$ cat src/rtl/ppm_pkg.sv
`default_nettype none
// ============================================================================
// Module      : ppm_pkg
// Description : Shared types, constants and helpers for the PPM symbol decoder.
// Revision    : 1.0 - initial release
// ============================================================================
package ppm_pkg;

    typedef enum logic [0:0] {
        IDLE = 1'b0,
        RECV = 1'b1
    } state_t;

    localparam int PPM_SLOTS     = 4;
    localparam int BITS_PER_SYM  = 2;
    localparam int SYMS_PER_BYTE = 4;

    function automatic logic [2:0] popcount4(input logic [PPM_SLOTS-1:0] v);
        logic [2:0] sum;
        sum = 3'd0;
        for (int i = 0; i < PPM_SLOTS; i++) begin
            sum = sum + {2'b00, v[i]};
        end
        return sum;
    endfunction

    // Only meaningful when exactly one bit is set.
    function automatic logic [BITS_PER_SYM-1:0] onehot_idx(input logic [PPM_SLOTS-1:0] v);
        logic [BITS_PER_SYM-1:0] idx;
        idx = '0;
        for (int i = 0; i < PPM_SLOTS; i++) begin
            if (v[i]) begin
                idx = BITS_PER_SYM'(i);
            end
        end
        return idx;
    endfunction

endpackage
`default_nettype wire

$ cat src/rtl/ppm_slot_sampler.sv
`default_nettype none
// ============================================================================
// Module      : ppm_slot_sampler
// Description : Counts ticks and low samples within one PPM slot; flags slot end.
// Revision    : 1.0 - initial release
// ============================================================================
module ppm_slot_sampler #(
    parameter int SLOT_TICKS = 8,
    parameter int HIT_MIN    = 2
) (
    input  logic clk,
    input  logic rst,
    input  logic tick,
    input  logic run,
    input  logic restart,
    input  logic din,
    output logic slot_done,
    output logic hit
);

    localparam int TW = (SLOT_TICKS > 1) ? $clog2(SLOT_TICKS) : 1;
    localparam int LW = $clog2(SLOT_TICKS + 1);

    logic [TW-1:0] tick_cnt;
    logic [LW-1:0] low_cnt;
    logic [LW-1:0] low_next;
    logic          last_tick;

    // The closing tick's own sample must count toward the hit decision.
    always_comb begin
        low_next = low_cnt;
        if (!din && (low_cnt != LW'(SLOT_TICKS))) begin
            low_next = low_cnt + 1'b1;
        end
    end

    assign last_tick = (tick_cnt == TW'(SLOT_TICKS - 1));
    assign slot_done = tick && run && !restart && last_tick;
    assign hit       = (low_next >= LW'(HIT_MIN));

    always_ff @(posedge clk) begin
        if (rst) begin
            tick_cnt <= '0;
            low_cnt  <= '0;
        end else if (tick) begin
            if (!run || restart || last_tick) begin
                tick_cnt <= '0;
                low_cnt  <= '0;
            end else begin
                tick_cnt <= tick_cnt + 1'b1;
                low_cnt  <= low_next;
            end
        end
    end

endmodule
`default_nettype wire

$ cat src/rtl/ppm_symbol_decoder.sv
`default_nettype none
// ============================================================================
// Module      : ppm_symbol_decoder
// Description : Slices 1-of-4 PPM symbols after SOF, assembles bytes LSB-first,
//               and reports EOF, symbol errors and frame overflow.
// Revision    : 1.0 - initial release
// ============================================================================
module ppm_symbol_decoder
    import ppm_pkg::*;
#(
    parameter int SLOT_TICKS = 8,
    parameter int HIT_MIN    = 2,
    parameter int MAX_BYTES  = 32,
    parameter int CNT_W      = 6
) (
    input  logic             clk,
    input  logic             rst,
    input  logic             clk16,
    input  logic             Din,
    input  logic             sof_rcv_in,
    output logic [7:0]       data_out,
    output logic             data_valid,
    output logic [CNT_W-1:0] byte_cnt,
    output logic             eof_rcv_out,
    output logic             sym_err,
    output logic             busy
);

    localparam int BYTE_W = BITS_PER_SYM * SYMS_PER_BYTE;

    state_t                  state;
    state_t                  state_next;
    logic [1:0]              slot_idx;
    logic [1:0]              sym_idx;
    logic [PPM_SLOTS-1:0]    hits;
    logic [PPM_SLOTS-1:0]    hits_all;
    logic [BYTE_W-1:0]       shift_reg;
    logic [BYTE_W-1:0]       shift_new;
    logic [BITS_PER_SYM-1:0] sym_val;
    logic [2:0]              n_hits;
    logic                    sof_tick;
    logic                    slot_done;
    logic                    hit;
    logic                    sym_end;
    logic                    byte_done;
    logic                    overflow;
    logic                    frame_eof;
    logic                    frame_err;

    assign sof_tick = clk16 && sof_rcv_in;

    ppm_slot_sampler #(
        .SLOT_TICKS (SLOT_TICKS),
        .HIT_MIN    (HIT_MIN)
    ) u_sampler (
        .clk       (clk),
        .rst       (rst),
        .tick      (clk16),
        .run       (state == RECV),
        .restart   (sof_rcv_in),
        .din       (Din),
        .slot_done (slot_done),
        .hit       (hit)
    );

    always_ff @(posedge clk) begin
        if (rst) begin
            state <= IDLE;
        end else begin
            state <= state_next;
        end
    end

    // Symbol judgement: sof outranks everything, since slot_done is masked by it.
    always_comb begin
        hits_all  = hits;
        if (slot_done) begin
            hits_all[slot_idx] = hit;
        end
        n_hits    = popcount4(hits_all);
        sym_val   = onehot_idx(hits_all);
        shift_new = shift_reg;
        shift_new[{sym_idx, 1'b0} +: BITS_PER_SYM] = sym_val;

        sym_end   = slot_done && (slot_idx == 2'(PPM_SLOTS - 1));
        byte_done = sym_end && (n_hits == 3'd1) && (sym_idx == 2'(SYMS_PER_BYTE - 1));
        overflow  = byte_done && (byte_cnt == CNT_W'(MAX_BYTES));
        frame_eof = sym_end && (n_hits == 3'd0) && (sym_idx == 2'd0);
        frame_err = (sym_end && (n_hits != 3'd1) && !frame_eof) || overflow;

        state_next = state;
        if (sof_tick) begin
            state_next = RECV;
        end else if ((state == RECV) && (frame_eof || frame_err)) begin
            state_next = IDLE;
        end

        busy = (state == RECV);
    end

    always_ff @(posedge clk) begin
        if (rst) begin
            slot_idx    <= '0;
            sym_idx     <= '0;
            hits        <= '0;
            shift_reg   <= '0;
            data_out    <= '0;
            data_valid  <= 1'b0;
            byte_cnt    <= '0;
            eof_rcv_out <= 1'b0;
            sym_err     <= 1'b0;
        end else begin
            data_valid <= 1'b0;
            sym_err    <= 1'b0;
            if (clk16) begin
                eof_rcv_out <= 1'b0;
                if (sof_rcv_in) begin
                    slot_idx  <= '0;
                    sym_idx   <= '0;
                    hits      <= '0;
                    shift_reg <= '0;
                    byte_cnt  <= '0;
                end else if (slot_done) begin
                    slot_idx <= slot_idx + 2'd1;
                    hits     <= hits_all;
                    if (sym_end) begin
                        hits <= '0;
                        if (frame_eof || frame_err) begin
                            eof_rcv_out <= 1'b1;
                            sym_err     <= frame_err;
                            sym_idx     <= '0;
                            shift_reg   <= '0;
                        end else begin
                            sym_idx   <= sym_idx + 2'd1;
                            shift_reg <= shift_new;
                            if (byte_done) begin
                                data_out   <= shift_new;
                                data_valid <= 1'b1;
                                byte_cnt   <= byte_cnt + 1'b1;
                            end
                        end
                    end
                end
            end
        end
    end

endmodule
`default_nettype wire

$ cat config.mk
export PLATFORM = sky130hd
export DESIGN_NAME = ppm_symbol_decoder
export DESIGN_NICKNAME = d
export VERILOG_FILES = /design/src/rtl/ppm_pkg.sv /design/src/rtl/ppm_slot_sampler.sv /design/src/rtl/ppm_symbol_decoder.sv
export SDC_FILE = /design/constraint.sdc
export NUM_CORES = 1
export LEC_CHECK = 0
export CAP_MARGIN = 10
export CORE_ASPECT_RATIO = 1.4
export CORE_UTILIZATION = 55
export CTS_BUF_LIST = sky130_fd_sc_hd__clkbuf_8
export DETAILED_ROUTE_END_ITERATION = 6
export PLACE_DENSITY = 0.78
export RECOVER_POWER = 50
export SYNTH_ARGS = -nofsm -noshare
export SYNTH_HDL_FRONTEND = slang
export SYNTH_SLANG_ARGS = --single-unit
$ cat constraint.sdc
create_clock -name clk -period 9.7 [get_ports clk]
set_input_delay 1.94 -clock clk [delete_from_list [all_inputs] [get_ports clk]]
set_output_delay 1.94 -clock clk [all_outputs]
set_load 0.005 [all_outputs]
# == Word level (Yosys, flattened, before mapping) ==
# Cells that the tools add are included.
# W data, S select, Z words.
# totals
regBits,41
input_bits,5
output_inout_bits,18
elab_cells,110
# classes
add_sub_neg,9
order_cmp,3
n_eq_ne,8
shifts,2
n_mux,36
n_bitwise,5
reduce_logical,35
# op_table
cell,count
$mux W8,4
$mux W6,5
$mux W4,6
$mux W2,8
$logic_and A1 B1 Y1,15
$reduce_or A6 Y1,2
$mux W1,9
$bwmux W8,1
$reduce_bool A2 Y1,4
$shift A2 B5 Y8 const A,1
$shiftx A2 B5 Y8,1
$add A6 B1 Y6 const B,1
$eq A6 B6 Y1 const B,1
$reduce_and A6 Y1,1
$neg A3 Y5,1
$not A1 Y1,5
$reduce_and A5 Y1,1
$add A2 B1 Y2 const B,2
$add A4 B1 Y4 const B,1
$bwmux W4,1
$eq A2 B2 Y1 const B,2
$ge A4 B2 Y1 const B,1
$logic_not A1 Y1,4
$logic_or A1 B1 Y1,4
17 further kinds,17

# == Logic depth before layout (Yosys ltp) ==
# Gate-level depths: netlist of the first run.
# logic_depth
depth_word,20
mapped_depth,16
mapped_depth_nobuf,15

# == Modules after synthesis ==
# A second synthesis of the first run with hierarchy kept.
# hier_totals
hier_cells,266
hier_area_um2,2322.2
# by_module_without_submodules
module,instances,cells_each,area_each_um2,seq_area_each_um2
ppm_symbol_decoder,1,211,1830.5,640.6
ppm_slot_sampler,1,55,491.7,140.1

# == Worst setup path after synthesis of the first run ==
# OpenSTA, ideal clock, no wires.
# synth_timing
path_kind,input to register
from,input port sof_rcv_in
to,register byte_cnt[4]
setup_ps,78
t_arrival_ps,5083
t_required_ps,9622
slack_ps,4539
cell_stages,13
n_path_buf,1
cell_sequence,clkbuf_1 > nor3_4 > a21oi_1 > a41oi_2 > fa_1 > ha_1 > ha_1 > nand4bb_1 > a2111oi_4 > o21a_1 > nand4_1 > xor2_1 > nor3_1
# synth_via
elab_chain_cells,16
word_cells_on_any_way,27
classes_between,add/sub (3); eq/ne (3); mux (2); reduce/logical (19)
# synth_lines
element,line_no,text
start: declaration,ppm_symbol_decoder.sv:20,"input logic sof_rcv_in,"
$logic_not A1 Y1,ppm_slot_sampler.sv:38,assign slot_done = tick && run && !restart && last_tick;
$logic_and A1 B1 Y1 (2 in a row),ppm_slot_sampler.sv:38,
$mux W4,ppm_symbol_decoder.sv:77,if (slot_done) begin
$add A1 B1 Y2,ppm_pkg.sv:22,"sum = sum + {2'b00, v[i]};"
$add A2 B1 Y3,ppm_pkg.sv:22,
$add A3 B1 Y3,ppm_pkg.sv:22,
$logic_not A3 Y1,ppm_symbol_decoder.sv:88,frame_eof = sym_end && (n_hits == 3'd0) && (sym_idx == 2'd0);
$logic_and A1 B1 Y1 (2 in a row),ppm_symbol_decoder.sv:88,
$logic_not A1 Y1,ppm_symbol_decoder.sv:89,frame_err = (sym_end && (n_hits != 3'd1) && !frame_eof) || overflow;
$logic_and A1 B1 Y1,ppm_symbol_decoder.sv:89,
$logic_or A1 B1 Y1,ppm_symbol_decoder.sv:89,
$logic_or A1 B1 Y1,ppm_symbol_decoder.sv:128,if (frame_eof || frame_err) begin
$ne A2 B2 Y1 (no source line),-,
$reduce_and A5 Y1 (no source line),-,
end signal: assignment,ppm_symbol_decoder.sv:139,byte_cnt <= byte_cnt + 1'b1;
end: declaration,ppm_symbol_decoder.sv:23,"output logic [CNT_W-1:0] byte_cnt,"
# Parallel ways exist; a longest one is shown, timed or not.
# A chain may end at the register's enable or synchronous reset.

# == Worst setup path after layout of the first run ==
# layout_timing
from,input port clk16
to,register byte_cnt[3]
# layout_via
elab_chain_cells,16
word_cells_on_any_way,26
classes_between,add/sub (3); eq/ne (3); mux (1); reduce/logical (19)
# layout_lines
element,line_no,text
start: declaration,ppm_symbol_decoder.sv:18,"input logic clk16,"
$logic_and A1 B1 Y1 (3 in a row),ppm_slot_sampler.sv:38,
$mux W4,ppm_symbol_decoder.sv:77,
$add A1 B1 Y2,ppm_pkg.sv:22,
$add A2 B1 Y3,ppm_pkg.sv:22,
$add A3 B1 Y3,ppm_pkg.sv:22,
$logic_not A3 Y1,ppm_symbol_decoder.sv:88,
$logic_and A1 B1 Y1 (2 in a row),ppm_symbol_decoder.sv:88,
$logic_not A1 Y1,ppm_symbol_decoder.sv:89,
$logic_and A1 B1 Y1,ppm_symbol_decoder.sv:89,
$logic_or A1 B1 Y1,ppm_symbol_decoder.sv:89,
$logic_or A1 B1 Y1,ppm_symbol_decoder.sv:128,
$ne A2 B2 Y1 (no source line),-,
$reduce_and A5 Y1 (no source line) (*),-,
# Mark *: on every way between the ends. The rest lies on a longest branch, timed or not.

==> results of run 1 <==
[worst paths after layout]
| check | end | slack, ns |
|---|---|---|
| setup / recovery | byte_cnt[3] | 2.56 |
| hold / removal | data_out[7] | 0.46 |
| setup reg to reg | byte_cnt[3] | 4.52 |
| hold reg to reg | data_out[7] | 0.46 |
[final cells by class]
class,count,area (um^2),share of cell area
well taps,43,53.80,0.02107
clock buffers,7,96.34,0.03773
repair buffers,23,227.7,0.08917
multi-input cells,193,1329,0.5203
clock inverters,1,7.507,0.002940
flip-flops and latches,39,780.7,0.3057
inverters,15,58.81,0.02303
[per-stage QoR]
step	instance area (um^2)	power [mW]	cells	setup slack, ns
2_1_floorplan	2222	0.1728	256	4.539
3_3_place_gp	2461	0.1774	313	2.996
3_5_place_dp	2461	0.1774	313	2.879
4_1_cts	2565	0.2986	321	3.127
5_1_grt	2554	0.3043	321	2.207
6_report	2554	0.2959	321	2.559
[per-layer routing]
layer  up-vias  track usage
met5         -            0
met4         0      0.09000
met3         9      0.03204
met2        47       0.4470
met1       923       0.2755
li1        975            -
[cells by family (layout without fill, tap and decap cells)]
| family | after synthesis | in the layout | share of synthesized area |
|---|---|---|---|
| DFF | 39 | 39 | 0.3514 |
| and+or+nand+nor | 95 | 95 | 0.2444 |
| muxes | 2 | 2 | 0.009572 |
| AOI/OAI and AO/OA | 75 | 75 | 0.2342 |
| xor gates and xnor gates | 4 | 4 | 0.01577 |
| buffers and inverters | 24 | 46 | 0.04561 |
| adders and majority gates | 17 | 17 | 0.09910 |
[critical path, stage by stage]
cell	delay, ns
dlygate4sd3_1	0.83
inv_1	0.27
nor3_1	0.88
a21oi_1	0.20
a41oi_2	0.40
fa_1	0.50
ha_1	0.21
ha_1	0.28
nand4bb_1	0.23
a2111oi_4	0.87
o21a_1	0.30
nand4_1	0.13
xor2_1	0.16
nor3_1	0.12
[report_power, final]
part,switching [mW],total (mW),internal [mW]
Sequential,0.000792,0.161,0.160
Combinational,0.00811,0.0122,0.00408
Clock,0.0579,0.123,0.0647
[cell usage in the layout, fill, tap and decap left out, drive strengths merged, types with 3 or more instances in the layout]
cell type and count:
clkbuf 7, nor2 30, nand4 5, o211ai 4, dlygate4sd3 20, nor4b 4, ha 16, o21ai 18
nand2 18, nand3 10, dfxtp 39, nor3 10, nand3b 3, xor2 3, a21oi 29, nor3b 3
a41oi 3, a211oi 5, inv 15
==> out/metrics.cfg, run 1 <==
[worst_setup_path]
cp-startpoint = clk16
path_class = input port to flip-flop
endpoint_kind = flip-flop
arrival_ns = 7.35
r2r_cells = 15
start_kind = input port
cp_max_fo = 15
critPathRequiredTime_ns = 9.91
r2r-start = u_sampler.tick_cnt[0]

[finish]
areaGrowthSynthToFinish_pct = 14.92
largest_register_ff_count = 8
utilization = 0.6573
diodes = 0
drive_gt1_frac = 0.09712
fillers = 328
final_nets = 299

[logic_synthesis]
synth_seq_cells = 39
synth_top_area_cell = dfxtp_1
synth.most_common_cell = dfxtp_1
async_flop_share = 0
syn_inst = 256
syn-num-nets = 278
yosysWarnings = 0
synthTopCellsByArea = dfxtp_1 (35%), ha_1 (9.0%), a21oi_1 (6.3%)
syn_avg_cell_area_um2 = 8.680
synth_common_cells = dfxtp_1 (39), nor2_1 (29), a21oi_1 (28)
synth_ff_type = dfxtp_1
synth_top_area_frac = 0.3514
synth_edf_count = 0
synth.distinct_cells = 56
seq_area_frac_synth = 0.3514
netlist_area_um2 = 2222

[global_routing]
grt_pass1_wl_mm = 8.245
antenna_found_initial = 0
grt_pass1_vias = 1807
grt_max_degree = 43
grt_use_total = 0.2413
grt_overflow = 0

[cts]
clk_path_buf_depth = 2
tritoncts = yes
cts_made_buffers = 5
hold_buffers = 0
clkLatencyLatePin_ns = 0.29
clkTransAtPathRegs_ns = 0.08
clock_sinks = 39
post_cts_resized = 0
htree_levels = 2
cts_root_buf = clkbuf_8
post-cts-setup-buffer-count = 0

[route]
wirelength_mm = 5.069
wl_per_cell_um = 15.79
vias = 1954
firstDrtPassIters = 5
via_per_inst = 6.087
top_layer = met4
initialDrtViolationCount = 95
wl_met3_um = 163
wl_met2_mm = 2.675
ant_nets = 0
drcViolationCount = 0
wl_met1_mm = 2.144

[floorplanning]
ios = 23
die_h_um = 77.21
die_x_um = 55.72
rows = 27
initial_core_util = 0.5720
floorplan.die_area_um2 = 4302
coreArea_um2 = 3885

[timing]
finalSetupTns_ns = 0
report.final.hold_viol_count = 0
slew_headroom = 0.2707
report.final.slew_viol_count = 0
fin_worst_hold_slack_ns = 0.4575
post-route-min-period_ns = 7.141
fmax_mhz = 140.0
post-route-period-util = 0.7362
rsz0062_at_grt = no
setup_viol = 0
finClkSkew_ns = 0.005798
tightest_slew_ns = 1.079

[power_and_ir_drop]
worst_ir_drop_vdd_uv = 116.1
p_leak_nw = 0.9648
powerDensity_nw_per_um2 = 115.9

[placed_design]
gp_congestion = 0.8862
io_buffers = 22
dp_hpwl_mm = 3.646

[run_status]
run_status = finished clean

[min_path]
hold_depth = 2
hold_start = data_out[7]
hold_path_class = flip-flop to flip-flop

[run]
drv_cap = 0

Note: power is estimated with default switching activity, not from simulation.
==> run 2, diff against run 1 <==
==> constraint.sdc (replaced) <==
create_clock -name clk -period 7.2 [get_ports clk]
set_input_delay 1.44 -clock clk [delete_from_list [all_inputs] [get_ports clk]]
set_output_delay 1.44 -clock clk [all_outputs]
set_load 0.005 [all_outputs]
==> out/metrics.cfg, run 2 (same netlist as run 1, synthesis figures left out) <==
[cts]
tritoncts = yes
post_cts_resized = 0
cts_made_buffers = 5
clk_path_buf_depth = 2
cts_root_buf = clkbuf_8
htree_levels = 2
post-cts-setup-buffer-count = 0
clkTransAtPathRegs_ns = 0.07
hold_buffers = 0
clkLatencyLatePin_ns = 0.29
clock_sinks = 39

[route]
wirelength_mm = 4.990
wl_per_cell_um = 15.50
vias = 1958
ant_nets = 0
via_per_inst = 6.081
firstDrtPassIters = 4
drcViolationCount = 0
initialDrtViolationCount = 79

[floorplanning]
initial_core_util = 0.5720
die_h_um = 77.21
ios = 23
die_x_um = 55.72
coreArea_um2 = 3885
floorplan.die_area_um2 = 4302
rows = 27

[timing]
report.final.slew_viol_count = 0
report.final.hold_viol_count = 0
fmax_mhz = 161.7
rsz0062_at_grt = no
slew_headroom = 0.3076
setup_viol = 0
tightest_slew_ns = 1.024
finClkSkew_ns = 0.005076
post-route-min-period_ns = 6.182
post-route-period-util = 0.8587
finalSetupTns_ns = 0

[worst_setup_path]
regToRegSetupSlack_ns = 2.51
r2r_cells = 15
arrival_ns = 6.36
crit_end = data_out[0]
path_class = input port to flip-flop
r2r-end = data_out[0]
cp_max_fo = 12
endpoint_kind = flip-flop
start_kind = input port
r2r-start = u_sampler.tick_cnt[0]
cp-startpoint = clk16
critPathRequiredTime_ns = 7.38

[placed_design]
gp_congestion = 0.9134
io_buffers = 22
dp_hpwl_mm = 3.655

[global_routing]
grt_overflow = 0
grt_pass1_wl_mm = 8.452
grt_use_total = 0.2477
grt_pass1_vias = 1861
antenna_found_initial = 0
grt_max_degree = 43

[run]
drv_cap = 0

[finish]
areaGrowthSynthToFinish_pct = 15.88
layout_commonest_cell = dfxtp_1
largest_register_ff_count = 8
drive_gt1_frac = 0.1004
final_nets = 300
utilization = 0.6628
fillers = 331
diodes = 0
layout_common_cells = dfxtp_1 (39), nor2_1 (29), a21oi_1 (28)

[min_path]
hold_path_class = flip-flop to flip-flop
hold_depth = 2

[power_and_ir_drop]
powerDensity_nw_per_um2 = 163.5
worst_ir_drop_vdd_uv = 155.2
p_leak_nw = 0.9810

[run_status]
run_status = finished clean

run 2: cell types whose count changed in the layout (fill, tap and decap cells not counted), sizes merged:
cell      change
buf           +1
clkinv        +1
clkbuf        -1
clkinvlp      -1
bufinv        +1
run 2: layout make-up:
| class | instances | area, um^2 | share of cell area |
|---|---|---|---|
| Sequential cell | 39 | 780.7 | 0.3032 |
| Multi-Input combinational cell | 193 | 1329 | 0.5160 |
| Tap cell | 43 | 53.80 | 0.02089 |
| Timing Repair Buffer | 24 | 235.2 | 0.09135 |
| Inverter | 15 | 58.81 | 0.02284 |
| Clock inverter | 2 | 35.03 | 0.01361 |
| Clock buffer | 6 | 82.58 | 0.03207 |
run 2: routing by layer:
layer,vias up,global-route usage,share of wire
met5,-,0,0
li1,973,-,-
met2,46,0.4422,0.51
met3,21,0.03710,0.028
met1,918,0.2822,0.42
met4,0,0.1225,0.041
run 2: how the worst min path moves through the flow:
stage | start | endpoint
after global routing | shift_reg[1] | shift_reg[1]
after floorplan | hits[3] | hits[3]
after detailed placement | data_out[7] | data_out[7]
final | data_out[7] | data_out[7]
after CTS | data_out[7] | data_out[7]
after global placement | data_out[7] | data_out[7]
run 2: worst max-delay path, stage by stage:
cell and delay, ns:
dlygate4sd3_1 0.84, inv_1 0.28, nor3_1 0.87, a21oi_1 0.21
a41oi_2 0.40, fa_1 0.49, ha_1 0.21, ha_1 0.28
nand4bb_1 0.22, a2111oi_4 0.46, buf_4 0.25, o21ai_0 0.12
a211oi_1 0.23, nor2_1 0.07
run 2: per-stage QoR:
stage               cells  total power, mW  hold slack (ns)  cell area [um^2]  setup WS (ns)
detailed placement    314           0.2391           0.4461              2469          1.305
global placement      314           0.2390           0.4423              2469          1.392
CTS                   322           0.4272           0.4597              2586          1.613
global route          322           0.4352           0.4865              2575         0.6891
floorplan             256           0.2328           0.4305              2222          2.539
finish                322           0.4209           0.4527              2575          1.018
run 2: power by group:
| part | internal [mW] | leakage, nW | total (mW) | switching, mW |
|---|---|---|---|---|
| Clock | 0.112 | 0.0612 | 0.187 | 0.0753 |
| Sequential | 0.216 | 0.314 | 0.217 | 0.00103 |
| Combinational | 0.00550 | 0.606 | 0.0164 | 0.0109 |
==> run 3, diff against run 2 <==
--- a/config.mk
+++ b/config.mk
@@ -10,7 +10,8 @@
 export CORE_UTILIZATION = 55
 export CTS_BUF_LIST = sky130_fd_sc_hd__clkbuf_8
 export DETAILED_ROUTE_END_ITERATION = 6
-export PLACE_DENSITY = 0.78
+export GPL_ROUTABILITY_DRIVEN = 0
+export PLACE_DENSITY_LB_ADDON = 0.15
 export RECOVER_POWER = 50
 export SYNTH_ARGS = -nofsm -noshare
 export SYNTH_HDL_FRONTEND = slang
==> out/metrics.cfg, run 3 (same netlist as run 1, synthesis figures left out) <==
[run_status]
run_status = finished clean

[timing]
rsz0062_at_grt = no
post-route-min-period_ns = 6.263
fmax_mhz = 159.7
slew_headroom = 0.3273
finalSetupTns_ns = 0
fin_worst_hold_slack_ns = 0.4542
finClkSkew_ns = 0.007169
setup_viol = 0
report.final.slew_viol_count = 0
post-route-period-util = 0.8699
report.final.hold_viol_count = 0
tightest_slew_ns = 0.9950

[worst_setup_path]
cp_max_fo = 15
arrival_ns = 6.49
start_kind = input port
path_delay_family = simple AND/OR/NAND/NOR gates
r2r_cells = 16
crit_slowest_cell = nor3_1
r2r-end = byte_cnt[3]
path_class = input port to flip-flop
cp.buffers_inverters = 3
regToRegSetupSlack_ns = 2.43
endpoint_kind = flip-flop
critPathRequiredTime_ns = 7.42
max_stage_delay_ns = 0.87
r2r-start = u_sampler.tick_cnt[0]
path_cells = dlygate4sd3_1 -> inv_1 -> nor3_1 -> a21oi_1 -> a41oi_2 -> fa_1 -> ha_1 -> ha_1 -> nand4bb_1 -> a2111oi_4 -> buf_4 -> o21a_1 -> nand4_1 -> xor2_1 -> nor3_1

[floorplanning]
coreArea_um2 = 3885
rows = 27
ios = 23
initial_core_util = 0.5720
floorplan.die_area_um2 = 4302
die_x_um = 55.72
die_h_um = 77.21

[cts]
hold_buffers = 0
clock_sinks = 39
cts_made_buffers = 5
tritoncts = yes
post_cts_resized = 0
clkTransAtPathRegs_ns = 0.08
cts_root_buf = clkbuf_8
htree_levels = 2
clkLatencyLatePin_ns = 0.29
post-cts-setup-buffer-count = 0
clk_path_buf_depth = 2

[route]
wl_per_cell_um = 15.69
ant_nets = 0
drcViolationCount = 0
initialDrtViolationCount = 82
vias = 1954
firstDrtPassIters = 4
wirelength_mm = 5.053
via_per_inst = 6.068

[power_and_ir_drop]
powerDensity_nw_per_um2 = 173.0
p_leak_nw = 0.9894
worst_ir_drop_vdd_uv = 234.8

[min_path]
hold_start = shift_reg[5]
hold_depth = 2
whs_endpoint = shift_reg[5]
hold_path_class = flip-flop to flip-flop

[global_routing]
grt_pass1_wl_mm = 8.466
antenna_found_initial = 0
grt_pass1_vias = 1851
grt_use_total = 0.2505
grt_max_degree = 43
grt_overflow = 0

[finish]
largest_register_ff_count = 8
layout_common_cells = dfxtp_1 (39), nor2_1 (29), a21oi_1 (28)
areaGrowthSynthToFinish_pct = 16.55
utilization = 0.6667
diodes = 0
layout_commonest_cell = dfxtp_1
final_nets = 300
drive_gt1_frac = 0.09677

[placed_design]
dp_hpwl_mm = 3.744
io_buffers = 22

[run]
drv_cap = 0

## run 3: changes by cell type in the layout (fill, tap and decap cells not counted)
cell,change
clkinv_2,-1
inv_1,+1
clkbuf_8,-1
bufinv_16,+1
## run 3: area by class of cell
class,count,area (um^2)
Multi-Input combinational cell,193,1329
Tap cell,43,53.80
Clock inverter,3,63.81
Clock buffer,5,68.82
Fill cell,322,1295
Inverter,15,58.81
Sequential cell,39,780.7
Timing Repair Buffer,24,235.2
## run 3: through the flow
| step | instances | total power, mW | setup WS (ns) | cell area, um^2 |
|---|---|---|---|---|
| finish | 322 | 0.4479 | 0.9369 | 2590 |
| global route | 322 | 0.4638 | 0.6368 | 2590 |
| CTS | 322 | 0.4521 | 1.477 | 2601 |
| detailed placement | 314 | 0.2393 | 1.172 | 2469 |
| global placement | 314 | 0.2390 | 1.351 | 2469 |
| floorplan | 256 | 0.2328 | 2.539 | 2222 |
## run 3: layer usage
layer | vias to the layer above | wire [um] | GRT usage
met4 | 0 | 188 | 0.1300
met5 | - | 0 | 0
li1 | 975 | - | -
met1 | 922 | 2095 | 0.2830
met2 | 42 | 2620 | 0.4434
met3 | 15 | 148 | 0.04216
## run 3: worst max path at each step
stage	depth (start not counted)	slack, ns	startpoint	end
finish	15	0.94	clk16	byte_cnt[3]
global route	15	0.64	clk16	byte_cnt[4]
CTS	15	1.48	clk16	byte_cnt[3]
detailed placement	15	1.17	clk16	byte_cnt[5]
global placement	15	1.35	clk16	byte_cnt[5]
floorplan	13	2.54	sof_rcv_in	byte_cnt[4]
## run 3: tightest hold or removal path, stage by stage, from the launching register on
cell and delay (ns):
dfxtp_1 0.31, nand2_1 0.05, a21oi_1 0.05
## run 3: power by group
| part | internal, mW | leakage [nW] | switching [mW] |
|---|---|---|---|
| clock | 0.137 | 0.0695 | 0.0772 |
| combinational | 0.00551 | 0.606 | 0.0111 |
| sequential | 0.216 | 0.314 | 0.000952 |
